==> config.mk <==
export PLATFORM = sky130hd
export DESIGN_NAME = fetch_prefetch_buffer
export DESIGN_NICKNAME = d
export VERILOG_FILES = /design/src/rtl/fetch_prefetch_buffer.sv
export SDC_FILE = /design/constraint.sdc
export NUM_CORES = 1
export LEC_CHECK = 0
export ABC_AREA = 1
export CAP_MARGIN = 0
export CELL_PAD_IN_SITES_DETAIL_PLACEMENT = 1
export CELL_PAD_IN_SITES_GLOBAL_PLACEMENT = 1
export CORE_UTILIZATION = 47
export CTS_BUF_LIST = sky130_fd_sc_hd__clkbuf_8
export DETAILED_ROUTE_END_ITERATION = 8
export PLACE_DENSITY = 0.88
export REMOVE_ABC_BUFFERS = 1
export SYNTH_ARGS = -nofsm -noshare
export SYNTH_HDL_FRONTEND = slang
export SYNTH_SLANG_ARGS = --single-unit
==> constraint.sdc <==
create_clock -name clk -period 6 [get_ports clk]
set_clock_uncertainty 0.05 [all_clocks]
set_input_delay 1.2 -clock clk [delete_from_list [all_inputs] [get_ports clk]]
set_output_delay 1.2 -clock clk [all_outputs]
set_load 0.02 [all_outputs]
==> src/rtl/fetch_prefetch_buffer.sv <==
`default_nettype none
// ============================================================================
// Module   : fetch_prefetch_buffer
// Purpose  : Instruction fetch stage. Owns the fetch PC, issues one word
//            fetch at a time to instruction memory (req/rvalid), and queues
//            returned instructions with their PCs in a small in-order FIFO
//            that decode drains over a valid/ready handshake. A branch
//            redirect flushes the FIFO and restarts fetch at a new PC.
// Ports    : clk, reset          - clock, asynchronous active-high reset
//            o_imem_req/addr     - fetch request and address (= fetch PC)
//            i_imem_rvalid/rdata - in-order fetch response
//            i_redirect/_pc      - branch redirect and its target PC
//            o_instr_valid/instr/instr_pc, i_instr_ready - decode handshake
//            o_fifo_count        - FIFO occupancy
//            o_drop_count        - discarded responses, saturating
//                                  (only with PREFETCH_STATS_EN)
// Options  : `define PREFETCH_STATS_EN to add the drop_count statistic.
// Revision : 1.0 - initial release
// ============================================================================
module fetch_prefetch_buffer #(
  parameter int PC_W    = 8,
  parameter int INSTR_W = 16,
  parameter int DEPTH   = 4,
  parameter logic [PC_W-1:0] RESET_PC = '0,
  parameter logic [PC_W-1:0] PC_INC   = 1
) (
  input  logic                    clk,
  input  logic                    reset,
  output logic                    o_imem_req,
  output logic [PC_W-1:0]         o_imem_addr,
  input  logic                    i_imem_rvalid,
  input  logic [INSTR_W-1:0]      i_imem_rdata,
  input  logic                    i_redirect,
  input  logic [PC_W-1:0]         i_redirect_pc,
  output logic                    o_instr_valid,
  output logic [INSTR_W-1:0]      o_instr,
  output logic [PC_W-1:0]         o_instr_pc,
  input  logic                    i_instr_ready,
  output logic [$clog2(DEPTH):0]  o_fifo_count
`ifdef PREFETCH_STATS_EN
  ,
  output logic [7:0]              o_drop_count
`endif
);

  localparam int c_ptr_w = $clog2(DEPTH);
  localparam int c_cnt_w = c_ptr_w + 1;
  localparam logic [c_cnt_w-1:0] c_depth   = c_cnt_w'(DEPTH);
  localparam logic [c_cnt_w-1:0] c_cnt_one = c_cnt_w'(1);
  localparam logic [c_ptr_w-1:0] c_ptr_one = c_ptr_w'(1);

  // RUN: idle, WAIT: response pending, DROP: pending response is stale
  typedef enum logic [1:0] {
    S_RUN  = 2'd0,
    S_WAIT = 2'd1,
    S_DROP = 2'd2
  } state_t;

  state_t               r_state;
  logic [PC_W-1:0]      r_fetch_pc;
  logic [PC_W-1:0]      r_issued_pc;
  logic [c_cnt_w-1:0]   r_count;
  logic [c_ptr_w-1:0]   r_rd_ptr;
  logic [c_ptr_w-1:0]   r_wr_ptr;
  logic [INSTR_W-1:0]   r_fifo_instr [DEPTH];
  logic [PC_W-1:0]      r_fifo_pc    [DEPTH];

  logic w_issue;
  logic w_push;
  logic w_pop;
  logic w_discard;

  // The FIFO slot is reserved when the request issues (count counts only
  // filled entries, but at most one response is in flight and issue needs
  // count<DEPTH), so a push can never overflow.
  assign w_issue   = (r_state == S_RUN) && (r_count < c_depth) && !i_redirect && !reset;
  assign w_push    = (r_state == S_WAIT) && i_imem_rvalid && !i_redirect;
  assign w_pop     = o_instr_valid && i_instr_ready;
  assign w_discard = i_imem_rvalid &&
                     ((r_state == S_DROP) || ((r_state == S_WAIT) && i_redirect));

  assign o_imem_req    = w_issue;
  assign o_imem_addr   = r_fetch_pc;
  assign o_instr_valid = (r_count != '0) && !i_redirect;
  assign o_instr       = r_fifo_instr[r_rd_ptr];
  assign o_instr_pc    = r_fifo_pc[r_rd_ptr];
  assign o_fifo_count  = r_count;

  // FSM, fetch PC and FIFO bookkeeping
  always_ff @(posedge clk or posedge reset) begin
    if (reset) begin
      r_state     <= S_RUN;
      r_fetch_pc  <= RESET_PC;
      r_issued_pc <= RESET_PC;
      r_count     <= '0;
      r_rd_ptr    <= '0;
      r_wr_ptr    <= '0;
    end else if (i_redirect) begin
      r_fetch_pc <= i_redirect_pc;
      r_count    <= '0;
      r_rd_ptr   <= '0;
      r_wr_ptr   <= '0;
      case (r_state)
        S_WAIT:  r_state <= i_imem_rvalid ? S_RUN : S_DROP;
        S_DROP:  r_state <= i_imem_rvalid ? S_RUN : S_DROP;
        default: r_state <= S_RUN;
      endcase
    end else begin
      case (r_state)
        S_RUN: begin
          // rvalid here is a protocol error and is simply ignored
          if (w_issue) begin
            r_state     <= S_WAIT;
            r_issued_pc <= r_fetch_pc;
            r_fetch_pc  <= r_fetch_pc + PC_INC;
          end
        end
        S_WAIT:  if (i_imem_rvalid) r_state <= S_RUN;
        S_DROP:  if (i_imem_rvalid) r_state <= S_RUN;
        default: r_state <= S_RUN;
      endcase

      if (w_push) r_wr_ptr <= r_wr_ptr + c_ptr_one;
      if (w_pop)  r_rd_ptr <= r_rd_ptr + c_ptr_one;
      case ({w_push, w_pop})
        2'b10:   r_count <= r_count + c_cnt_one;
        2'b01:   r_count <= r_count - c_cnt_one;
        default: r_count <= r_count;
      endcase
    end
  end

  // FIFO storage needs no reset; occupancy gates visibility
  always_ff @(posedge clk) begin
    if (w_push) begin
      r_fifo_instr[r_wr_ptr] <= i_imem_rdata;
      r_fifo_pc[r_wr_ptr]    <= r_issued_pc;
    end
  end

`ifdef PREFETCH_STATS_EN
  logic [7:0] r_drop_count;

  always_ff @(posedge clk or posedge reset) begin
    if (reset) begin
      r_drop_count <= '0;
    end else if (w_discard && (r_drop_count != 8'hFF)) begin
      r_drop_count <= r_drop_count + 8'd1;
    end
  end

  assign o_drop_count = r_drop_count;
`else
  logic w_unused_discard;
  assign w_unused_discard = w_discard;
`endif

endmodule
`default_nettype wire
=== Word level (Yosys, flattened, before mapping) ===
Memory sizes are Yosys's and may differ from the RTL's.
Cells that the tools add are included.

* Bits in writable memories: 96
* Logic and storage cells: 58
* Bits of input ports: 29
* Memory bits (read-only): 0
* Memories kept: 2
* Latch bits: 0
* Register bits after elaboration: 25

{| class="wikitable"
|+ Memory list
! name !! words !! width !! rd ports !! clocked after memory_dff !! wr ports !! RTL line !! text
|-
| r_fifo_instr || 4 || 16 || 1 || 0 || 1 || 65 || <nowiki>logic [INSTR_W-1:0] r_fifo_instr [DEPTH];</nowiki>
|-
| r_fifo_pc || 4 || 8 || 1 || 0 || 1 || 66 || <nowiki>logic [PC_W-1:0] r_fifo_pc [DEPTH];</nowiki>
|}

* Add/subtract/negate cells: 5
* Equality and inequality tests: 6
* Muxes and demuxes: 17
* Bitwise gates (word level): 1
* Order comparisons: 1
* Shift-type cells: 0
* Reductions and logical operators: 20
* $mul: 0
* Div/mod/pow operators: 0

{| class="wikitable"
|+ Operators by type and width
! kind !! count
|-
| $mux 8 || 3
|-
| $mux 2 || 9
|-
| $add 8x1->8 const B || 1
|-
| $reduce_bool 2->1 || 4
|-
| $logic_and 1x1->1 || 7
|-
| $pmux 3 s2 || 1
|-
| $reduce_bool 3->1 || 2
|-
| $add 2x1->2 const B || 2
|-
| $eq 2x1->1 const B || 2
|-
| $eq 2x2->1 const B || 2
|-
| $pmux 2 s2 || 1
|-
| $reduce_and 2->1 || 2
|-
| $add 3x1->3 const B || 1
|-
| $lt 3x3->1 const B || 1
|-
| $mux 3 || 1
|-
| $ne 3x1->1 const B || 1
|-
| $ne 3x3->1 const B || 1
|-
| $reduce_and 3->1 || 1
|-
| $sub 3x1->3 const B || 1
|-
| $logic_not 1->1 || 2
|-
| $logic_not 2->1 || 1
|-
| $mux 1 || 2
|-
| $reduce_or 2->1 || 1
|-
| $not 1->1 || 1
|}

=== Longest topological paths before layout ===
* Word-level depth: 7
* Depth in mapped cells: 12

=== Worst setup path before layout ===
OpenSTA, ideal clock, no wires.

* Kind: input to register
* Start: in i_imem_rvalid
* End: mem r_fifo_instr[0][0] (enable)
* Stages: 4
* Data arrival time: 2576 ps
* Setup slack: 2969 ps
* Required time: 5545 ps
* Buffers on the path: 0
* Library setup time: 405 ps
* Cells stage by stage: nand2_1 -> nor2_1 -> inv_1 -> nor2_1

* Cells in the longest elaborated chain, start to end: 4

{| class="wikitable"
|+ Ends and longest elaborated chain
! what !! RTL line !! text
|-
| from (decl) || 31 || <nowiki>input logic i_imem_rvalid,</nowiki>
|-
| $logic_and 1x1->1 (2 in series) || 77 || <nowiki>assign w_push = (r_state == S_WAIT) && i_imem_rvalid && !i_redirect;</nowiki>
|-
| $mux 1 || 135 || <nowiki>if (w_push) begin</nowiki>
|-
| $mux 1 (implied by the code) || 136 || <nowiki>r_fifo_instr[r_wr_ptr] <= i_imem_rdata;</nowiki>
|-
| to (decl) || 65 ||
|}

No other way between the ends.

=== Final worst setup path ===
* Start: in i_redirect
* End: out o_imem_req

* Cells in the longest elaborated chain, start to end: 3

{| class="wikitable"
|+ Ends and longest elaborated chain
! what !! RTL line !! text
|-
| from (decl) || 33 || <nowiki>input logic i_redirect,</nowiki>
|-
| $logic_not 1->1 || 76 || <nowiki>assign w_issue = (r_state == S_RUN) && (r_count < c_depth) && !i_redirect && !reset;</nowiki>
|-
| $logic_and 1x1->1 (2 in series) || 76 ||
|-
| to (decl) || 29 || <nowiki>output logic o_imem_req,</nowiki>
|}

No other way between the ends.

==> impl_metrics.toml <==
[die]
dieArea_sq_um = 10800
rows = 36
io_pins = 66
initial_core_util = 0.493
die_h_um = 104
core_sq_um = 9910
die_w_um = 104

[sta]
setup_tns_ns = 0
final-max-slew-violation-count = 0
rsz0062_at_grt = "false"
period_minus_slack_ns = 4.63
setup_viol = 0
min_period_over_period = 0.772
max_slew_margin = 0.345
fmax_ghz = 0.216
hold_viol = 0
max_slew.worst_pin.slew_ns = 0.981

[global_route]
grt_pass1_vias = 3649
grt_pass1_wl_um = 18200
antenna_found_initial = 0
grt_use_total = 0.224
grt_overflow = 0
grt_start_max_net_pins = 52

[detailed_routing]
drt_iter0_markers = 173
via_per_inst = 5.39
drt-total-wl_um = 11600
first_pass_iters = 4
antenna_left = 0
drc_errors = 0
vias = 3337
wl_per_cell_um = 18.7

[logic_synthesis]
synth_commonest_cells = "edfxtp_1, o21ai_0, nor2_1"
synth.area.top_cells = "edfxtp_1, dfrtp_1, o21ai_0"
synth_top_area_share = 0.590
ys_async_sr_fraction = 0.207
ys_seq_area_frac = 0.718
synthCells = 403
yosys_warnings = 0
netlist_area_sq_um = 4890
ys.flop_type = "edfxtp_1"
yosysTopAreaCell = "edfxtp_1"
ys_types = 27
synth_edf_count = 96
synth_seq_cells = 121
avgSynthCellArea_sq_um = 12.1
synth_most_common_cell = "edfxtp_1"

[placement]
io_buffers = 65
placedCellCount = 587
dp_hpwl_um = 7480
place_congestion = 0.786

[cts]
root_buffer = "clkbuf_8"
insertion_delay_ns = 0.42
hold_buffers = 0
numCtsBuffers = 17
cts_resized = 0
cts.clk_slew.worst_paths_ns = 0.07
cts_tree = "done"
clock-sinks = 121
cts_setup_buffers = 0
htreeDepth = 4
clock_path_buffers = 2

[final_layout]
antenna_cells = 0
fin_cells = 619
drive_gt1_frac = 0.0967
synthToLayoutAreaGrowth_pct = 24.2
fin_nets = 510
fillCellCount = 1027

[setup_path]
critPathKind = "in2out"
cp_common_cell = "clkdlybuf4s50_1"
max_stage_delay_ns = 0.67
cp_data_arrival_time_ns = 3.38
critPathMaxFanout = 20
required_ns = 4.75
crit_path_start_kind = "primary input"
path_cells = "clkdlybuf4s50_1 -> nor2_1 -> nand2_1 -> inv_2 -> clkdlybuf4s50_1"
endpoint_kind = "output pin"
path_delay_family = "buffers and inverters"
cpMaxStageDelayCell = "clkdlybuf4s50_1"
critical_path_buf_inv_count = 3

[power]
p_leak_uw = 0.00224
power_uw = 2600
power.density_nw_per_um2 = 429
ir_drop_v = 0.000188

[run_status]
status = "complete, no violations"

[min_path]
min_path_type = "reg2reg"

[run]
maxCapViolations = 0
per-layer routing:
layer	global-route usage	routed length [um]	vias up	part of all wire
met1	0.248	4650	1644	0.40
met2	0.404	6100	106	0.53
met5	0	0	-	0
met3	0.0608	613	19	0.053
li1	-	-	1568	-
met4	0.0949	217	0	0.019
state kept, by name, summed over array words and instances, names as in the netlist:
signal,cells
r_fifo_instr,64
r_fifo_pc,32
o_imem_addr,8
r_issued_pc,8
o_fifo_count,3
r_rd_ptr,2
r_state,2
r_wr_ptr,2
worst register-to-register path: stages, from the launching register on:
cell	delay, ns
dfrtp_1	0.39
inv_1	0.09
ha_1	0.14
nand2_1	0.08
nor2_1	0.26
nor2_1	0.13
fa_1	0.40
xnor2_1	0.22
inv_1	0.07
nand2_1	0.06
nand2_1	0.05
nand2_1	0.07
nand2_1	0.05
cells by family after synthesis:
logic type | Yosys count | share of synthesized area
flip-flops | 121 | 0.718
XOR/XNOR | 4 | 0.00717
AND/OR/NAND/NOR | 118 | 0.0968
buffers and inverters | 50 | 0.0402
AO/OA/AOI/OAI | 102 | 0.116
adder cells (fa/ha/maj) | 8 | 0.0220
worst paths after layout:
path                                        start                          end  slack [ns]  cells past startpoint
max                                    i_redirect                   o_imem_req        1.37                      5
min                        r_state[0]$_DFFE_PP0P_       r_state[0]$_DFFE_PP0P_        0.47                      2
max reg2reg                r_state[1]$_DFFE_PP0P_  o_fifo_count[2]$_DFFE_PP0P_        3.82                     12
min reg2reg                r_state[0]$_DFFE_PP0P_       r_state[0]$_DFFE_PP0P_        0.47                      2
max in group asynchronous                   reset   o_imem_addr[3]$_DFFE_PP0P_        3.99                      2
min in group asynchronous                   reset       r_state[1]$_DFFE_PP0P_        1.31                      2
layout by cell type (no fill, tap or decap):
master	n
o21ai_0	60
nor2_2	4
inv_6	1
o211ai_1	2
edfxtp_1	96
xnor2_1	2
o21ai_1	5
nor3_1	1
nand3_2	1
ha_1	7
nand2_4	1
o22ai_1	26
nand3_1	6
fa_1	1
dfrtp_1	25
clkbuf_8	18
clkinv_2	2
clkinvlp_4	6
xor2_1	2
inv_1	28
a31oi_1	2
nand2_1	48
o22ai_2	1
buf_4	5
o31ai_1	2
nand4_1	3
o221ai_1	1
nor2_1	54
bufinv_16	2
clkinv_4	3
clkdlybuf4s50_1	65
inv_2	3
a21oi_1	3
where the power goes:
part           total (uW)  switching [uW]  internal, uW
combinational         781             469           312
clock                 710             330           380
sequential           1110            95.0          1020
cell type report:
type                    instances  area, sq um  area share
clock buffers                  18          248      0.0408
well taps                     133          166      0.0274
repair buffers                 70          688       0.113
inverters                      31          116      0.0192
flip-flops and latches        121         3510       0.578
clock inverters                14          150      0.0247
multi-input cells             232         1190       0.196
through the flow:
stage	instance area, sq um	setup slack, ns	hold WS, ns	utilization
global placement	5670	1.42	0.428	0.572
CTS	6070	1.35	0.474	0.613
detailed placement	5670	1.38	0.457	0.572
global route	6070	1.22	0.504	0.613
finish	6070	1.37	0.472	0.613
floorplan	4810	2.90	0.409	-
Note: power is estimated with default switching activity, not from simulation.
==> variant: new RTL, same flow settings <==
Change the parameter `DEPTH` from 4 to 8.
--- a/src/rtl/fetch_prefetch_buffer.sv
+++ b/src/rtl/fetch_prefetch_buffer.sv
@@ -20,7 +20,7 @@
 module fetch_prefetch_buffer #(
   parameter int PC_W    = 8,
   parameter int INSTR_W = 16,
-  parameter int DEPTH   = 4,
+  parameter int DEPTH   = 8,
   parameter logic [PC_W-1:0] RESET_PC = '0,
   parameter logic [PC_W-1:0] PC_INC   = 1
 ) (
Ports: changed (resized o_fifo_count); port bits go from 66 to 67. No check against the original RTL was run, so the function may have changed too.
==> variant against the original RTL <==
Core utilization shrank 5.0 points. Total power grew 68%. Non-clock buffer count grew 11. Wire length grew 96%. Sequential cell count grew 99. Design area grew 74%. Largest power group unchanged. First-iteration DRC count grew 110%. Final cell count grew 74%. Synthesized area grew 85%. Worst setup slack lost 0.012 ns. Global-route usage grew 1.6 points. Highest routed layer unchanged.
==> variant: results (changes against the original RTL) <==
[placement]
gp_congestion=0.7587  ; -3.5%
place_ws_ns=1.351  ; -0.02538 ns

[cts]
numCtsBuffers=38  ; +21
cts_max_level=2  ; -2
insertion_delay_ns=0.52  ; +0.10 ns
clockBufferDepth=3  ; +1

[run_status]
outcome=complete, no violations

[critical_path]
worstSetupStartpoint=reset
rrSetupSlack_ns=3.33  ; -0.49 ns
crit_fanout=29  ; +45%
slowest_delay_ns=0.65  ; -0.02 ns

[sta]
hold_slack_ns=0.4682  ; -0.003899 ns
fin_crit_ns=4.643  ; +0.01204 ns

[min_path]
worstHoldStart=r_state[1]

[layout]
reg.largest.list=r_fifo_instr (128), r_fifo_pc (64)
drive_above_1_share_pct=8.799  ; -0.87 points
final_cells=1075  ; +74%
fillers=1944  ; +89%

[synthesis]
synth_cells=736  ; +83%
synth-edff-count=192  ; +100%
synth_area_leaders=edfxtp_1, dfrtp_1, nand2_1, o21ai_0, nor2_1
async_reset_ff_share_pct=12.73  ; -7.9 points
synth_seq_area_share_pct=71.40  ; -0.39 points

[global_route]
grt.met2_usage_pct=43.99  ; +3.6 points

[drt]
vias=5992  ; +80%

[variant: cell count changes after synthesis, sizes merged, moves of 3 or more]
cell    before  now
a21oi        3    6
buf          5   27
clkbuf      14   11
dfrtp       25   28
edfxtp      96  192
inv         31   22
mux2i        0   24
nand2       49  137
nand3        7   16
nor2        58  114
nor3         1    5
o21ai       65  112
[variant: area by class of cell]
cell class	count	area (um2)	share of cell area (%)
Clock buffer	39	536.8	5.082
Clock inverter	23	143.9	1.362
Inverter	22	82.58	0.7818
Multi-Input combinational cell	456	2262	21.42
Sequential cell	220	6471	61.27
Tap cell	234	292.8	2.772
Timing Repair Buffer	81	773.2	7.321
[variant: where the power goes]
part / switching [mW] / internal (mW)
logic: 0.682 / 0.443
registers: 0.192 / 1.81
clock network: 0.569 / 0.683
[variant: logic make-up after synthesis]
logic type,synth area share (%)
buffers and inverters,3.896
XOR/XNOR,0.3869
adder cells (fa/ha/maj),1.188
AO/OA/AOI/OAI,8.497
multiplexers,2.653
flip-flops,71.40
AND/OR/NAND/NOR,11.98
